$ cat src/rtl/game_pkg.sv
// Shared types and constants for the reaction game: FSM states, score width,
// button polarity, level targets and the saturating score increment.
package game_pkg;

  localparam int SCORE_W             = 5;
  localparam int DEBOUNCE_CYCLES_DEF = 1000000;
  localparam int SYNC_STAGES_DEF     = 2;

  localparam logic BTN_PRESSED  = 1'b0;
  localparam logic BTN_RELEASED = 1'b1;

  localparam logic [SCORE_W-1:0] LEVEL_EASY = 5'd10;
  localparam logic [SCORE_W-1:0] LEVEL_MID  = 5'd15;
  localparam logic [SCORE_W-1:0] LEVEL_HARD = 5'd20;

  typedef enum logic [1:0] {
    PLAY = 2'd0,
    WIN  = 2'd1,
    LOSE = 2'd2
  } game_state_e;

  // Score increment that sticks at all-ones instead of wrapping.
  function automatic logic [SCORE_W-1:0] sat_inc(input logic [SCORE_W-1:0] v);
    logic [SCORE_W-1:0] r;
    if (v == {SCORE_W{1'b1}}) begin
      r = v;
    end else begin
      r = v + {{(SCORE_W-1){1'b0}}, 1'b1};
    end
    return r;
  endfunction

endpackage

$ cat src/rtl/hit_scorer_if.sv
// Player-side bus of the hit scorer: button, target, countdown overflow in;
// score, strobe and game-result levels out.
interface hit_scorer_if;
  import game_pkg::*;

  logic               btn_n;
  logic [SCORE_W-1:0] target;
  logic               time_up;
  logic [SCORE_W-1:0] score;
  logic               hit_pulse;
  logic               win;
  logic               lose;
  logic               playing;

  modport master (
    output btn_n, target, time_up,
    input  score, hit_pulse, win, lose, playing
  );

  modport slave (
    input  btn_n, target, time_up,
    output score, hit_pulse, win, lose, playing
  );

endinterface

$ cat src/rtl/btn_debounce.sv
// Button front end: synchroniser, hold-time debounce and a one-cycle pulse on
// each accepted released->pressed transition.
module btn_debounce
  import game_pkg::*;
#(
  parameter int DEBOUNCE_CYCLES = DEBOUNCE_CYCLES_DEF,
  parameter int SYNC_STAGES     = SYNC_STAGES_DEF
) (
  input  logic clk,
  input  logic rst,
  input  logic btn_n,
  output logic pressed_pulse
);

  localparam logic [31:0] CNT_LAST = 32'(DEBOUNCE_CYCLES - 1);

  logic [SYNC_STAGES-1:0] sync_r;
  logic                   bs_s;
  logic                   stable_r;
  logic [31:0]            cnt_r;
  logic                   pulse_r;

  assign bs_s          = sync_r[SYNC_STAGES-1];
  assign pressed_pulse = pulse_r;

  // Synchroniser chain, reset to the released level.
  always_ff @(posedge clk or negedge rst) begin
    if (!rst) begin
      sync_r <= {SYNC_STAGES{BTN_RELEASED}};
    end else begin
      sync_r[0] <= btn_n;
      for (int i = 1; i < SYNC_STAGES; i++) begin
        sync_r[i] <= sync_r[i-1];
      end
    end
  end

  // A new level must differ for DEBOUNCE_CYCLES consecutive cycles; the
  // counter stops at CNT_LAST so it can never wrap.
  always_ff @(posedge clk or negedge rst) begin
    if (!rst) begin
      stable_r <= BTN_RELEASED;
      cnt_r    <= 32'd0;
      pulse_r  <= 1'b0;
    end else if (bs_s == stable_r) begin
      cnt_r    <= 32'd0;
      pulse_r  <= 1'b0;
    end else if (cnt_r == CNT_LAST) begin
      stable_r <= bs_s;
      cnt_r    <= 32'd0;
      pulse_r  <= (bs_s == BTN_PRESSED);
    end else begin
      cnt_r    <= cnt_r + 32'd1;
      pulse_r  <= 1'b0;
    end
  end

endmodule

$ cat src/rtl/hit_scorer.sv
// Scores debounced button presses against the selected target and resolves
// the game to WIN or LOSE when the countdown overflows.
module hit_scorer
  import game_pkg::*;
#(
  parameter int DEBOUNCE_CYCLES = DEBOUNCE_CYCLES_DEF,
  parameter int SYNC_STAGES     = SYNC_STAGES_DEF
) (
  input  logic          clk,
  input  logic          rst,
  hit_scorer_if.slave   bus
);

  game_state_e            state_r;
  logic [SCORE_W-1:0]     score_r;
  logic [SCORE_W-1:0]     next_score_s;
  logic                   hit_pulse_r;
  logic                   win_r;
  logic                   lose_r;
  logic                   playing_r;
  logic                   press_s;
  logic [SYNC_STAGES-1:0] ts_sync_r;
  logic                   ts_s;

  btn_debounce #(
    .DEBOUNCE_CYCLES (DEBOUNCE_CYCLES),
    .SYNC_STAGES     (SYNC_STAGES)
  ) u_btn (
    .clk           (clk),
    .rst           (rst),
    .btn_n         (bus.btn_n),
    .pressed_pulse (press_s)
  );

  assign ts_s          = ts_sync_r[SYNC_STAGES-1];
  assign bus.score     = score_r;
  assign bus.hit_pulse = hit_pulse_r;
  assign bus.win       = win_r;
  assign bus.lose      = lose_r;
  assign bus.playing   = playing_r;

  // time_up synchroniser from the slow countdown domain.
  always_ff @(posedge clk or negedge rst) begin
    if (!rst) begin
      ts_sync_r <= {SYNC_STAGES{1'b0}};
    end else begin
      ts_sync_r[0] <= bus.time_up;
      for (int i = 1; i < SYNC_STAGES; i++) begin
        ts_sync_r[i] <= ts_sync_r[i-1];
      end
    end
  end

  // Score the would-be next value so a winning press beats a same-cycle timeout.
  always_comb begin
    next_score_s = score_r;
    if (press_s) begin
      next_score_s = sat_inc(score_r);
    end else begin
      next_score_s = score_r;
    end
  end

  // Game FSM with registered score and result outputs.
  always_ff @(posedge clk or negedge rst) begin
    if (!rst) begin
      state_r     <= PLAY;
      score_r     <= {SCORE_W{1'b0}};
      hit_pulse_r <= 1'b0;
      win_r       <= 1'b0;
      lose_r      <= 1'b0;
      playing_r   <= 1'b1;
    end else begin
      case (state_r)
        PLAY: begin
          hit_pulse_r <= press_s;
          score_r     <= next_score_s;
          if (next_score_s >= bus.target) begin
            state_r   <= WIN;
            win_r     <= 1'b1;
            lose_r    <= 1'b0;
            playing_r <= 1'b0;
          end else if (ts_s) begin
            state_r   <= LOSE;
            win_r     <= 1'b0;
            lose_r    <= 1'b1;
            playing_r <= 1'b0;
          end else begin
            state_r   <= PLAY;
            win_r     <= 1'b0;
            lose_r    <= 1'b0;
            playing_r <= 1'b1;
          end
        end
        WIN: begin
          hit_pulse_r <= 1'b0;
          win_r       <= 1'b1;
          lose_r      <= 1'b0;
          playing_r   <= 1'b0;
        end
        LOSE: begin
          hit_pulse_r <= 1'b0;
          win_r       <= 1'b0;
          lose_r      <= 1'b1;
          playing_r   <= 1'b0;
        end
        default: begin
          // Unreachable encoding: fall back to a frozen loss, never a false win.
          state_r     <= LOSE;
          hit_pulse_r <= 1'b0;
          win_r       <= 1'b0;
          lose_r      <= 1'b1;
          playing_r   <= 1'b0;
        end
      endcase
    end
  end

endmodule

$ cat src/flat_wrapper.sv
// flat-port wrapper written by rule: the top's interface ports become plain ports
module hit_scorer_flat import game_pkg::*;
#(
  parameter int DEBOUNCE_CYCLES = DEBOUNCE_CYCLES_DEF,
  parameter int SYNC_STAGES     = SYNC_STAGES_DEF
)
  (clk, rst, bus_btn_n, bus_target, bus_time_up, bus_score, bus_hit_pulse, bus_win, bus_lose, bus_playing);
  hit_scorer_if bus_i ();
  input  logic clk;
  input  logic rst;
  input wire logic [$bits(bus_i.btn_n)-1:0] bus_btn_n;
  input wire logic [$bits(bus_i.target)-1:0] bus_target;
  input wire logic [$bits(bus_i.time_up)-1:0] bus_time_up;
  output wire logic [$bits(bus_i.score)-1:0] bus_score;
  output wire logic [$bits(bus_i.hit_pulse)-1:0] bus_hit_pulse;
  output wire logic [$bits(bus_i.win)-1:0] bus_win;
  output wire logic [$bits(bus_i.lose)-1:0] bus_lose;
  output wire logic [$bits(bus_i.playing)-1:0] bus_playing;
  assign bus_i.btn_n = bus_btn_n;
  assign bus_i.target = bus_target;
  assign bus_i.time_up = bus_time_up;
  assign bus_score = bus_i.score;
  assign bus_hit_pulse = bus_i.hit_pulse;
  assign bus_win = bus_i.win;
  assign bus_lose = bus_i.lose;
  assign bus_playing = bus_i.playing;
  hit_scorer #(.DEBOUNCE_CYCLES(DEBOUNCE_CYCLES), .SYNC_STAGES(SYNC_STAGES)) u_core (.clk(clk), .rst(rst), .bus(bus_i));
endmodule
$ cat config.mk
export PLATFORM = sky130hd
export DESIGN_NAME = hit_scorer_flat
export DESIGN_NICKNAME = d
export VERILOG_FILES = /design/src/rtl/game_pkg.sv /design/src/rtl/hit_scorer_if.sv /design/src/rtl/btn_debounce.sv /design/src/rtl/hit_scorer.sv /design/src/flat_wrapper.sv
export SDC_FILE = /design/constraint.sdc
export NUM_CORES = 1
export LEC_CHECK = 0
export BUFFER_PORTS_ARGS = -buffer_cell sky130_fd_sc_hd__buf_2
export CELL_PAD_IN_SITES_DETAIL_PLACEMENT = 0
export CELL_PAD_IN_SITES_GLOBAL_PLACEMENT = 1
export CORE_ASPECT_RATIO = 1.75
export CORE_MARGIN = 2
export CORE_UTILIZATION = 29
export CTS_BUF_LIST = sky130_fd_sc_hd__clkbuf_8
export DETAILED_ROUTE_END_ITERATION = 6
export PLACE_DENSITY = 0.59
export SYNTH_ARGS = -nofsm -noshare
export SYNTH_HDL_FRONTEND = slang
export SYNTH_SLANG_ARGS = --single-unit
$ cat constraint.sdc
create_clock -name clk -period 6.25 [get_ports clk]
set_input_delay 0.625 -clock clk [delete_from_list [all_inputs] [get_ports clk]]
set_output_delay 0.625 -clock clk [all_outputs]
set_load 0.05 [all_outputs]
==> metrics list <==
- Outcome: completed
* Diode insertion count for antenna repair: 0
- Number of global-route vias before repair: a little under 2000
- The die covers a little under 10000 sq um.
* Post-route cell area: ~2900 sq um
* Top FF cell, synth: sky130_fd_sc_hd__dfrtp_1
* Fraction of final layout cells with drive strength greater than 1: 15.9%
- Final worst slack: approximately 3.6 ns
- CP max-delay cell: sky130_fd_sc_hd__a41oi_1
* Area growth from synthesis to layout: 11.7%
- Fraction of post-synthesis cell area in the top cell type by area: a little over two fifths
- H-tree levels: 2
- Total global-route track usage: 13.5%
- The clock passes through at most 2 buffers.
* Number of search-and-repair iterations in the first detailed-routing pass: 4
- In this run the top signal layer used is met4.
- The number of max-slew violations in the final report came to 0.
- Wire segments on met3 add up to roughly 130 microns in the final route.
- CTS tree: yes
- Number of inserted filler cells in the final layout: between 900 and 1000
- Core area: roughly 8700 sq um
* DRC violations left: 0
* Post-CTS sizing: 0
- Initial detailed-routing violation count: 62
- Clock latency at the later pin of the worst-skew pair: about 0.31 ns
- The worst setup path is launched from a flop.
- In the post-synthesis netlist, the biggest area contributors are sky130_fd_sc_hd__dfrtp_1, sky130_fd_sc_hd__ha_1, sky130_fd_sc_hd__dfstp_2.
- Cell with the most instances on the worst path: sky130_fd_sc_hd__ha_1
* Depth of the worst register-to-register path: 8
- Max VDD drop: 0.0863 mV
* Total gr overflow: 0
* Power density normalized to cell area: 187 nW/um^2
- Maximum clock frequency: ~380 MHz
* Critical register-to-register path startpoint: u_core.bus.score[0]
- Synth Instances: between 200 and 300
- Total CTS buffers: 5
- CP max stage delay: around 0.46 ns
* Setup-failing EPs final: 0
* Setup TNS: 0 ns
- Initial antenna violation count: 0
* Standard-cell row count: 45
- Traced cell by cell, the critical path runs through ha_1, a41oi_1, mux2_2, ha_1, a21o_1, a31oi_1, o21ai_0, a22o_1.
* Required time of the critical path: approximately 6.5 ns
* Clock period minus final worst setup slack: between 2 and 3 ns
- Final setup skew: about 0.006 ns
- Die Height: ~130 microns
- Counting flops and latches in the post-synthesis netlist gives 49.
- Hold repair after CTS inserted 0 buffers.
- In the layout the commonest cells are sky130_fd_sc_hd__dfrtp_1, sky130_fd_sc_hd__a21oi_1, sky130_fd_sc_hd__nor2_1, sky130_fd_sc_hd__buf_2, sky130_fd_sc_hd__nand3_1.
- Final hold slack: roughly 0.36 ns
- Total Nets Final: ~290
* Met2 WL post-DR: about 3.3 mm
* RSZ-0062 raised after global routing: false
- The initial utilization of the core area, before any placement, comes to 29.6%.
* Crit path DAT: 2.87 ns
- In this run the cell area of the synthesized design comes to approximately 2600 sq um.
- Count of boundary I/O pins: 18
- Commonest non-fill, non-tap cell in the layout: sky130_fd_sc_hd__dfrtp_1
- Largest net degree at the start of global routing: 50
* Wire length of the first global-routing pass: 9.83 mm
- Warnings, synthesis: 0
* Leakage Power: ~1.2 nW
- Max cap viols: 0
- Period Utilization, post-route: between 40% and 50%
- Detail-routed via count per cell: 5.15
* Routed wire length: just under 6 mm
- Cell at the root of the clock tree: sky130_fd_sc_hd__clkbuf_8
- Routed WL per cell: 15.1 microns
- The clock drives a little under 50 sinks.
- After clock tree synthesis, the setup repair step added 0 buffers.
- Met1 Routed Length: ~2.3 mm
- Library cell occupying the most area in the post-synthesis netlist: sky130_fd_sc_hd__dfrtp_1
* Synth Area per Inst: ~10 sq um
* Hold violation total from the final report: 0
- For the pin with the worst max-slew slack, the measured transition is between 0.6 and 0.7 ns.
* Worst hold-check path type: reg -> reg
- Endpoint kind of the worst setup timing path: flop
- Gp weighted congestion: slightly above 0.7
- Post-place instance area: approximately 2800 sq um
- Final HPWL DP: between 4 and 5 mm
- Counting every net in the synthesized netlist gives approximately 270.
* Part of the Yosys area used for sequential elements: between 40% and 50%
- In this run the most critical hold path is launched from u_core.ts_sync_r[0].
* Remaining antenna violation count after routing: 0
- Die width: 75.2 microns
- Setup WS pre-CTS: between 3 and 4 ns
- # port buffers: 17
* Clock transition at the registers of the reported paths: 0.10 ns
* Hold depth: 0
* Worst slew margin relative to its limit: between 50% and 60%
- Critical Setup Path Class: reg -> reg
- Maximum fanout along the worst path: 5
- Share of flip-flops with an asynchronous set or reset: 100%
- In this run, distinct cell masters in the synthesized netlist total 43.
* EDFF count, synth: 0
- The most critical setup path has its startpoint at u_core.bus.score[0].
- Routed via count: approximately 2000
[synthesized netlist by cell type (4+ instances only)]
cell                       instances
sky130_fd_sc_hd__dfrtp_1          45
sky130_fd_sc_hd__a21oi_1          20
sky130_fd_sc_hd__nor2_1           17
sky130_fd_sc_hd__nand3_1          13
sky130_fd_sc_hd__nand2_1          12
sky130_fd_sc_hd__nand4_1          12
sky130_fd_sc_hd__o31ai_1          11
sky130_fd_sc_hd__ha_1             10
sky130_fd_sc_hd__or4_1            10
sky130_fd_sc_hd__xor2_1           10
sky130_fd_sc_hd__inv_1             9
sky130_fd_sc_hd__o21ai_0           8
sky130_fd_sc_hd__xnor2_1           6
sky130_fd_sc_hd__and2_1            5
sky130_fd_sc_hd__and4_1            5
sky130_fd_sc_hd__clkbuf_1          5
sky130_fd_sc_hd__mux2_2            5
sky130_fd_sc_hd__or3_1             5
sky130_fd_sc_hd__and3_1            4
sky130_fd_sc_hd__buf_2             4
sky130_fd_sc_hd__dfstp_2           4
sky130_fd_sc_hd__nor3_1            4
[state kept, by name, indices dropped and copies added (netlist names)]
signal,cells
u_core.u_btn.cnt_r,32
u_core.u_btn.stable_r,1
u_core.ts_sync_r,2
u_core.u_btn.pressed_pulse,1
u_core.bus.score,5
u_core.bus.hit_pulse,1
u_core.bus.win,1
u_core.state_r,2
u_core.bus.playing,1
u_core.bus.lose,1
u_core.u_btn.sync_r,2
[metal layers]
layer,global-route usage (%),vias up
li1,-,969
met1,14.7,997
met2,25.1,22
met3,2.35,5
met4,5.26,0
met5,0,-
[stage by stage]
stage / total power, W / util, % / instances
2_1_floorplan: 0.000337 / - / 253
3_3_place_gp: 0.000350 / 32.1 / 379
3_5_place_dp: 0.000350 / 32.1 / 379
4_1_cts: 0.000550 / 33.1 / 387
5_1_grt: 0.000561 / 33.1 / 387
6_report: 0.000536 / 33.1 / 387
[worst max-delay path: cells and delay by family, from the launching register on]
family	cells	cell delay (ns)
compound gates	5	1.26
fa+ha+maj	2	0.44
flops	1	0.44
mux	1	0.40
[final timing paths]
| path | end | slack [ns] |
|---|---|---|
| min | u_core.ts_sync_r[1] | 0.36 |
| min reg2reg | u_core.ts_sync_r[1] | 0.36 |
| min in group asynchronous | u_core.bus.score[0] | 0.41 |
| max | u_core.state_r[0] | 3.59 |
| max reg2reg | u_core.state_r[0] | 3.59 |
| max in group asynchronous | u_core.u_btn.cnt_r[27] | 5.41 |
[where the power goes]
| part | internal, W | switching [W] |
|---|---|---|
| registers | 0.000320 | 0.00000239 |
| logic | 0.00000604 | 0.0000142 |
| clock network | 0.0000787 | 0.000115 |
| total | 0.000405 | 0.000131 |
[cell families after synthesis]
group / synth area share (%)
buffers and inverters: 3.26
XOR/XNOR: 5.45
adder cells (fa/ha/maj): 4.87
AO/OA/AOI/OAI: 11.5
AND/OR/NAND/NOR: 24.4
flip-flops: 47.9
multiplexers: 2.58
[cell type report]
class,count,area [sq um],area share [%]
clock buffer,5,68.8,2.40
clock inverter,3,22.5,0.784
sequential,49,1230,42.9
inverter,9,33.8,1.18
multi-input combinational,185,1270,44.2
tap,117,146,5.10
timing repair buffer,19,100,3.49
Note: power is estimated with default switching activity, not from simulation.
